**config.mk**
```make
export PLATFORM = sky130hd
export DESIGN_NAME = sound_sequencer
export DESIGN_NICKNAME = d
export VERILOG_FILES = /design/src/rtl/sound_pkg.sv /design/src/rtl/sound_sequencer_tick_prescaler.sv /design/src/rtl/sound_sequencer.sv
export SDC_FILE = /design/constraint.sdc
export NUM_CORES = 1
export LEC_CHECK = 0
export BUFFER_PORTS_ARGS = -buffer_cell sky130_fd_sc_hd__buf_4
export CAP_MARGIN = 40
export CORE_ASPECT_RATIO = 1.2
export CORE_MARGIN = 2
export CORE_UTILIZATION = 62
export CTS_BUF_LIST = sky130_fd_sc_hd__clkbuf_8
export CTS_CLUSTER_SIZE = 40
export DETAILED_ROUTE_END_ITERATION = 8
export PLACE_DENSITY = 0.8
export SETUP_SLACK_MARGIN = 0.3
export SLEW_MARGIN = 20
export SYNTH_ARGS = -nofsm -noshare
export SYNTH_HDL_FRONTEND = slang
export SYNTH_HIERARCHICAL = 1
export SYNTH_SLANG_ARGS = --single-unit
```
**constraint.sdc**
```tcl
create_clock -name clk -period 8.3 [get_ports clk]
set_input_delay 1.245 -clock clk [delete_from_list [all_inputs] [get_ports clk]]
set_output_delay 1.245 -clock clk [all_outputs]
set_load 0.02 [all_outputs]
```
**src/rtl/sound_pkg.sv**
```systemverilog
// Shared types and constants for the note sequencer.
// Entry layout: [31:24] duration, [23:21] width, [20:16] volume, [15:0] period.
package sound_pkg;

   localparam int NOTE_W = 32;

   localparam int PERIOD_LSB = 0;
   localparam int VOLUME_LSB = 16;
   localparam int WIDTH_LSB = 21;
   localparam int DUR_LSB = 24;

   localparam logic [15:0] DEFAULT_PERIOD = 16'd14205;
   localparam logic [2:0] DEFAULT_WIDTH = 3'd3;

   typedef struct packed {
      logic [7:0] duration;
      logic [2:0] width;
      logic [4:0] volume;
      logic [15:0] period;
   } note_t;

   typedef enum logic [2:0] {
      IDLE,
      FETCH,
      PLAY,
      GAP,
      FINISH
   } seq_state_t;

endpackage

```
**src/rtl/sound_sequencer_tick_prescaler.sv**
```systemverilog
// Modulo-TICK_DIV cycle counter; tick pulses for one cycle at the wrap.
// A synchronous clear restarts the count at zero.
module tick_prescaler #(
   parameter int TICK_DIV = 50000
) (
   input logic clk,
   input logic rst,
   input logic clr,
   output logic tick
);

   localparam int CW = $clog2(TICK_DIV);
   localparam logic [CW-1:0] LAST = CW'(TICK_DIV - 1);

   logic [CW-1:0] cnt;

   assign tick = (cnt == LAST);

   always_ff @(posedge clk or posedge rst) begin
      if (rst) begin
         cnt <= '0;
      end else if (clr || tick) begin
         cnt <= '0;
      end else begin
         cnt <= cnt + 1'b1;
      end
   end

endmodule

```
**src/rtl/sound_sequencer.sv**
```systemverilog
// Steps through a CPU-written note table, presenting each note's settings
// for its duration followed by a one-tick silent gap.
module sound_sequencer
   import sound_pkg::*;
#(
   parameter int TICK_DIV = 50000,
   parameter int AW = 4
) (
   input logic clk,
   input logic rst,
   input logic wr_en,
   input logic [AW-1:0] wr_addr,
   input logic [31:0] wr_data,
   input logic start,
   input logic stop,
   input logic loop,
   output logic [15:0] period,
   output logic [4:0] volume,
   output logic [2:0] width,
   output logic gate,
   output logic busy,
   output logic done,
   output logic [AW-1:0] cur_idx
);

   localparam logic [AW-1:0] LAST_IDX = '1;

   note_t table_q [2**AW];
   note_t entry;

   seq_state_t state, state_d;
   logic [AW-1:0] idx_d;
   logic [4:0] vol_q;
   logic [7:0] dur_q;
   logic [7:0] tick_cnt;
   logic load;
   logic end_go;
   logic tick;
   logic clr;

   tick_prescaler #(
      .TICK_DIV(TICK_DIV)
   ) u_presc (
      .clk(clk),
      .rst(rst),
      .clr(clr),
      .tick(tick)
   );

   always_ff @(posedge clk) begin
      if (wr_en) begin
         table_q[wr_addr] <= note_t'(wr_data);
      end
   end

   assign entry = table_q[cur_idx];
   assign clr = (state != PLAY) && (state != GAP);

   always_comb begin
      state_d = state;
      idx_d = cur_idx;
      load = 1'b0;
      end_go = 1'b0;
      unique case (state)
         IDLE: begin
            if (start && !stop) begin
               state_d = FETCH;
               idx_d = '0;
            end
         end
         FETCH: begin
            if (entry.duration == 8'd0) begin
               end_go = 1'b1;
            end else begin
               load = 1'b1;
               state_d = PLAY;
            end
         end
         PLAY: begin
            if (tick && (tick_cnt + 8'd1 == dur_q)) begin
               state_d = GAP;
            end
         end
         GAP: begin
            if (tick) begin
               if (cur_idx == LAST_IDX) begin
                  end_go = 1'b1;
               end else begin
                  idx_d = cur_idx + 1'b1;
                  state_d = FETCH;
               end
            end
         end
         FINISH: state_d = IDLE;
         default: state_d = IDLE;
      endcase
      // An empty table with loop set must still finish rather than spin.
      if (end_go) begin
         if (loop && (cur_idx != '0)) begin
            idx_d = '0;
            state_d = FETCH;
         end else begin
            state_d = FINISH;
         end
      end
      if (stop && (state != IDLE)) begin
         state_d = IDLE;
         idx_d = cur_idx;
         load = 1'b0;
      end
   end

   always_ff @(posedge clk or posedge rst) begin
      if (rst) begin
         state <= IDLE;
         cur_idx <= '0;
         period <= DEFAULT_PERIOD;
         width <= DEFAULT_WIDTH;
         vol_q <= '0;
         dur_q <= '0;
         tick_cnt <= '0;
      end else begin
         state <= state_d;
         cur_idx <= idx_d;
         if (load) begin
            period <= entry.period;
            width <= entry.width;
            vol_q <= entry.volume;
            dur_q <= entry.duration;
            tick_cnt <= '0;
         end else if ((state == PLAY) && tick) begin
            tick_cnt <= tick_cnt + 8'd1;
         end
      end
   end

   assign gate = (state == PLAY);
   assign volume = gate ? vol_q : 5'd0;
   assign busy = (state != IDLE);
   assign done = (state == FINISH);

endmodule

```
==> results.py <==
metrics = {
    "outcome": {
        "status": "finished, final reports clean",
    },
    "detailed_routing": {
        "drt_wl_total_um": 47600,
        "ant_nets": 0,
        "vias_per_cell": 6.41,
        "post_drt_wl_per_cell_um": 27.4,
        "drc": 0,
        "dr.pass1.iters": 5,
        "via_count": 11100,
        "drtIter0Drc": 1226,
    },
    "sta": {
        "relSlewSlack_pct": 43.5,
        "setup_tns_ps": 0,
        "min_period_ps": 4030,
        "rsz0062_at_grt": "no",
        "max_slew.worst_pin.slew_ps": 848,
        "fmax_mhz": 248,
        "fin_skew_ps": 17.2,
        "maxSlewViolCount": 0,
        "hold_viol": 0,
        "setup_viol": 0,
        "period_share_pct": 48.5,
    },
    "setup_path": {
        "required_ps": 8800,
        "critPathMaxFanout": 40,
        "cp-start-kind": "register",
        "endpoint_kind": "register",
        "arrival_ps": 4530,
        "slowest_stage": "dfrtp_4",
        "crit_type": "register to register",
        "slowest_delay_ps": 580,
        "crit_chain": "buf_16 -> buf_4 -> buf_16 -> mux4_2 -> a22oi_1 -> nand2_1 -> or2_1 -> nor3_2 -> nor3_4 -> buf_4 -> mux2_4",
    },
    "finish": {
        "syn2layout_area_growth_pct": 12.3,
        "drive_gt1_share_pct": 35.5,
        "final_nets": 1245,
        "final_util_pct": 70.8,
    },
    "hold_path": {
        "min_path_type": "register to register",
    },
    "yosys": {
        "syn_inst": 1063,
        "synth-seq-cells": 575,
        "synth-seq-area-share_pct": 74.7,
        "synth_area_leaders": "edfxtp_1, mux4_2, dfrtp_1",
        "synth_edf_count": 512,
        "syn_nets": 1109,
        "syn_area_mm2": 0.0227,
        "synthMuxAreaShare_pct": 17.1,
        "synth_xor_area_share_pct": 1.08,
        "ys.warnings.count": 6,
        "yosysTopAreaCellShare_pct": 67.7,
        "synth_compound_area_share_pct": 1.66,
        "synth_adder_area_share_pct": 0.220,
        "synth-simple-area-share_pct": 3.67,
        "synth_top_family_by_area": "multiplexers",
        "ys_types": 64,
        "async_reset_ff_share_pct": 11.0,
        "synth_flop_cell": "edfxtp_1",
        "avgSynthCellArea_um2": 21.4,
        "synth_top_cell_by_area": "edfxtp_1",
    },
    "floorplan": {
        "die_area_mm2": 0.0382,
        "io_pins": 73,
        "die_h_um": 214,
        "design.core.area_mm2": 0.0360,
        "die_w_um": 179,
        "initial_utilization_pct": 63.0,
        "num_rows": 76,
    },
    "global_route": {
        "gr-total-overflow": 0,
        "grt_max_degree": 62,
        "track_usage_pct": 25.7,
        "grt_pass1_wl_um": 69800,
        "antenna_found_initial": 1,
        "grt_pass1_vias": 11500,
    },
    "placement": {
        "gp_congestion": 0.795,
        "portBuffers": 72,
        "detailed_place_hpwl_um": 26000,
    },
    "clock_network": {
        "clock_path_buffers": 3,
        "cts_root_buffer": "clkbuf_8",
        "cts_inserted_buffers": 83,
        "hold_buffers": 0,
        "clkTransAtPathRegs_ps": 70,
        "clk_latency_ps": 630,
        "htreeDepth": 3,
        "postCtsResizedCells": 0,
        "postCtsSetupBuffers": 0,
        "tritoncts": "yes",
        "cts.sinks": 575,
    },
    "power": {
        "power.leakage_nw": 8.28,
        "pwr_density_cell_mw_per_mm2": 239,
        "power.total_mw": 6.10,
        "irDropWorstVdd_uv": 196,
    },
    "job": {
        "maxCapViolations": 0,
    },
}
-- metrics by stage --
step,hold slack (ps),area [µm²],instances,worst slack [ps]
global route,525,25500,1735,4030
global placement,487,23800,1575,3760
detailed placement,491,23900,1579,4040
finish,501,25500,1735,4270
CTS,501,25400,1731,4020
floorplan,457,22700,1063,3880
-- path summary, 6_finish.rpt --
check | startpoint | to | slack, ps | cells past startpoint
worst min register to register | u_presc/cnt[0] | u_presc/cnt[0] | 500 | 1
max in group asynchronous | rst | cur_idx[0] | 6870 | 3
min in group asynchronous | rst | u_presc/cnt[5] | 700 | 2
worst min-delay path | u_presc/cnt[0] | u_presc/cnt[0] | 500 | 1
worst max-delay path | cur_idx[0] | period[7] | 4270 | 11
worst max register to register | cur_idx[0] | period[7] | 4270 | 11
-- cells in the mapped netlist, drive strengths merged, types with 4 or more instances --
library cell / instances
edfxtp: 512
mux4: 148
nor2: 54
dfrtp: 50
mux2: 32
buf: 30
clkbuf: 21
nand2: 21
xnor2: 18
nand3: 17
a22oi: 14
nor3: 14
dfstp: 13
inv: 10
xor2: 10
a21oi: 8
and2: 8
mux2i: 8
nor2b: 7
o21ai: 7
nand4: 5
nor4: 5
a221oi: 4
ha: 4
or2: 4
-- area by class of cell --
| cell class | count | area (µm²) |
|---|---|---|
| flip-flops and latches | 575 | 17000 |
| fillers | 2071 | 10500 |
| multi-input cells | 427 | 5510 |
| clock buffers | 91 | 1250 |
| repair buffers | 102 | 858 |
| well taps | 468 | 586 |
| clock inverters | 61 | 282 |
| inverters | 10 | 37.5 |
| diodes | 1 | 2.50 |
-- worst max-delay path, delay by kind of cell, from the launching register on --
kind | cells | cell delay (ps)
flops | 1 | 580
compound gates | 1 | 220
mux | 2 | 970
simple gates | 4 | 730
buf+inv | 4 | 1310
-- power breakdown --
group	switching, mW	total, mW	internal (mW)
sequential	0.104	3.42	3.31
combinational	0.312	0.607	0.295
clock	1.03	2.08	1.04
-- cells by family after synthesis --
family | count (synthesis)
buf+inv | 61
xor+xnor | 28
simple gates | 155
mux | 188
fa+ha+maj | 4
flops | 575
compound gates | 52
-- state kept, by name, indices dropped and copies added, names as in the netlist --
name	flops
cur_idx	4
period	16
u_presc/cnt	16
tick_cnt	8
state	3
table_q	512
dur_q	8
width	3
vol_q	5
-- routing by layer --
layer / part of all wire (%) / global-route usage [%]
met5: 0 / 0
met1: 38 / 35.2
met2: 52 / 42.6
met4: 2.5 / 9.67
met3: 7.3 / 4.22
-- layout by cell type, fill, tap and decap left out, types with 21 or more instances in the layout --
master and count:
dfrtp_1 46, mux2_4 32, nand2_1 21, buf_4 97, clkbuf_8 91, edfxtp_1 512
inv_1 31, mux4_2 148, nor2_1 31
No activity file was read; power rests on OpenSTA's default activity.
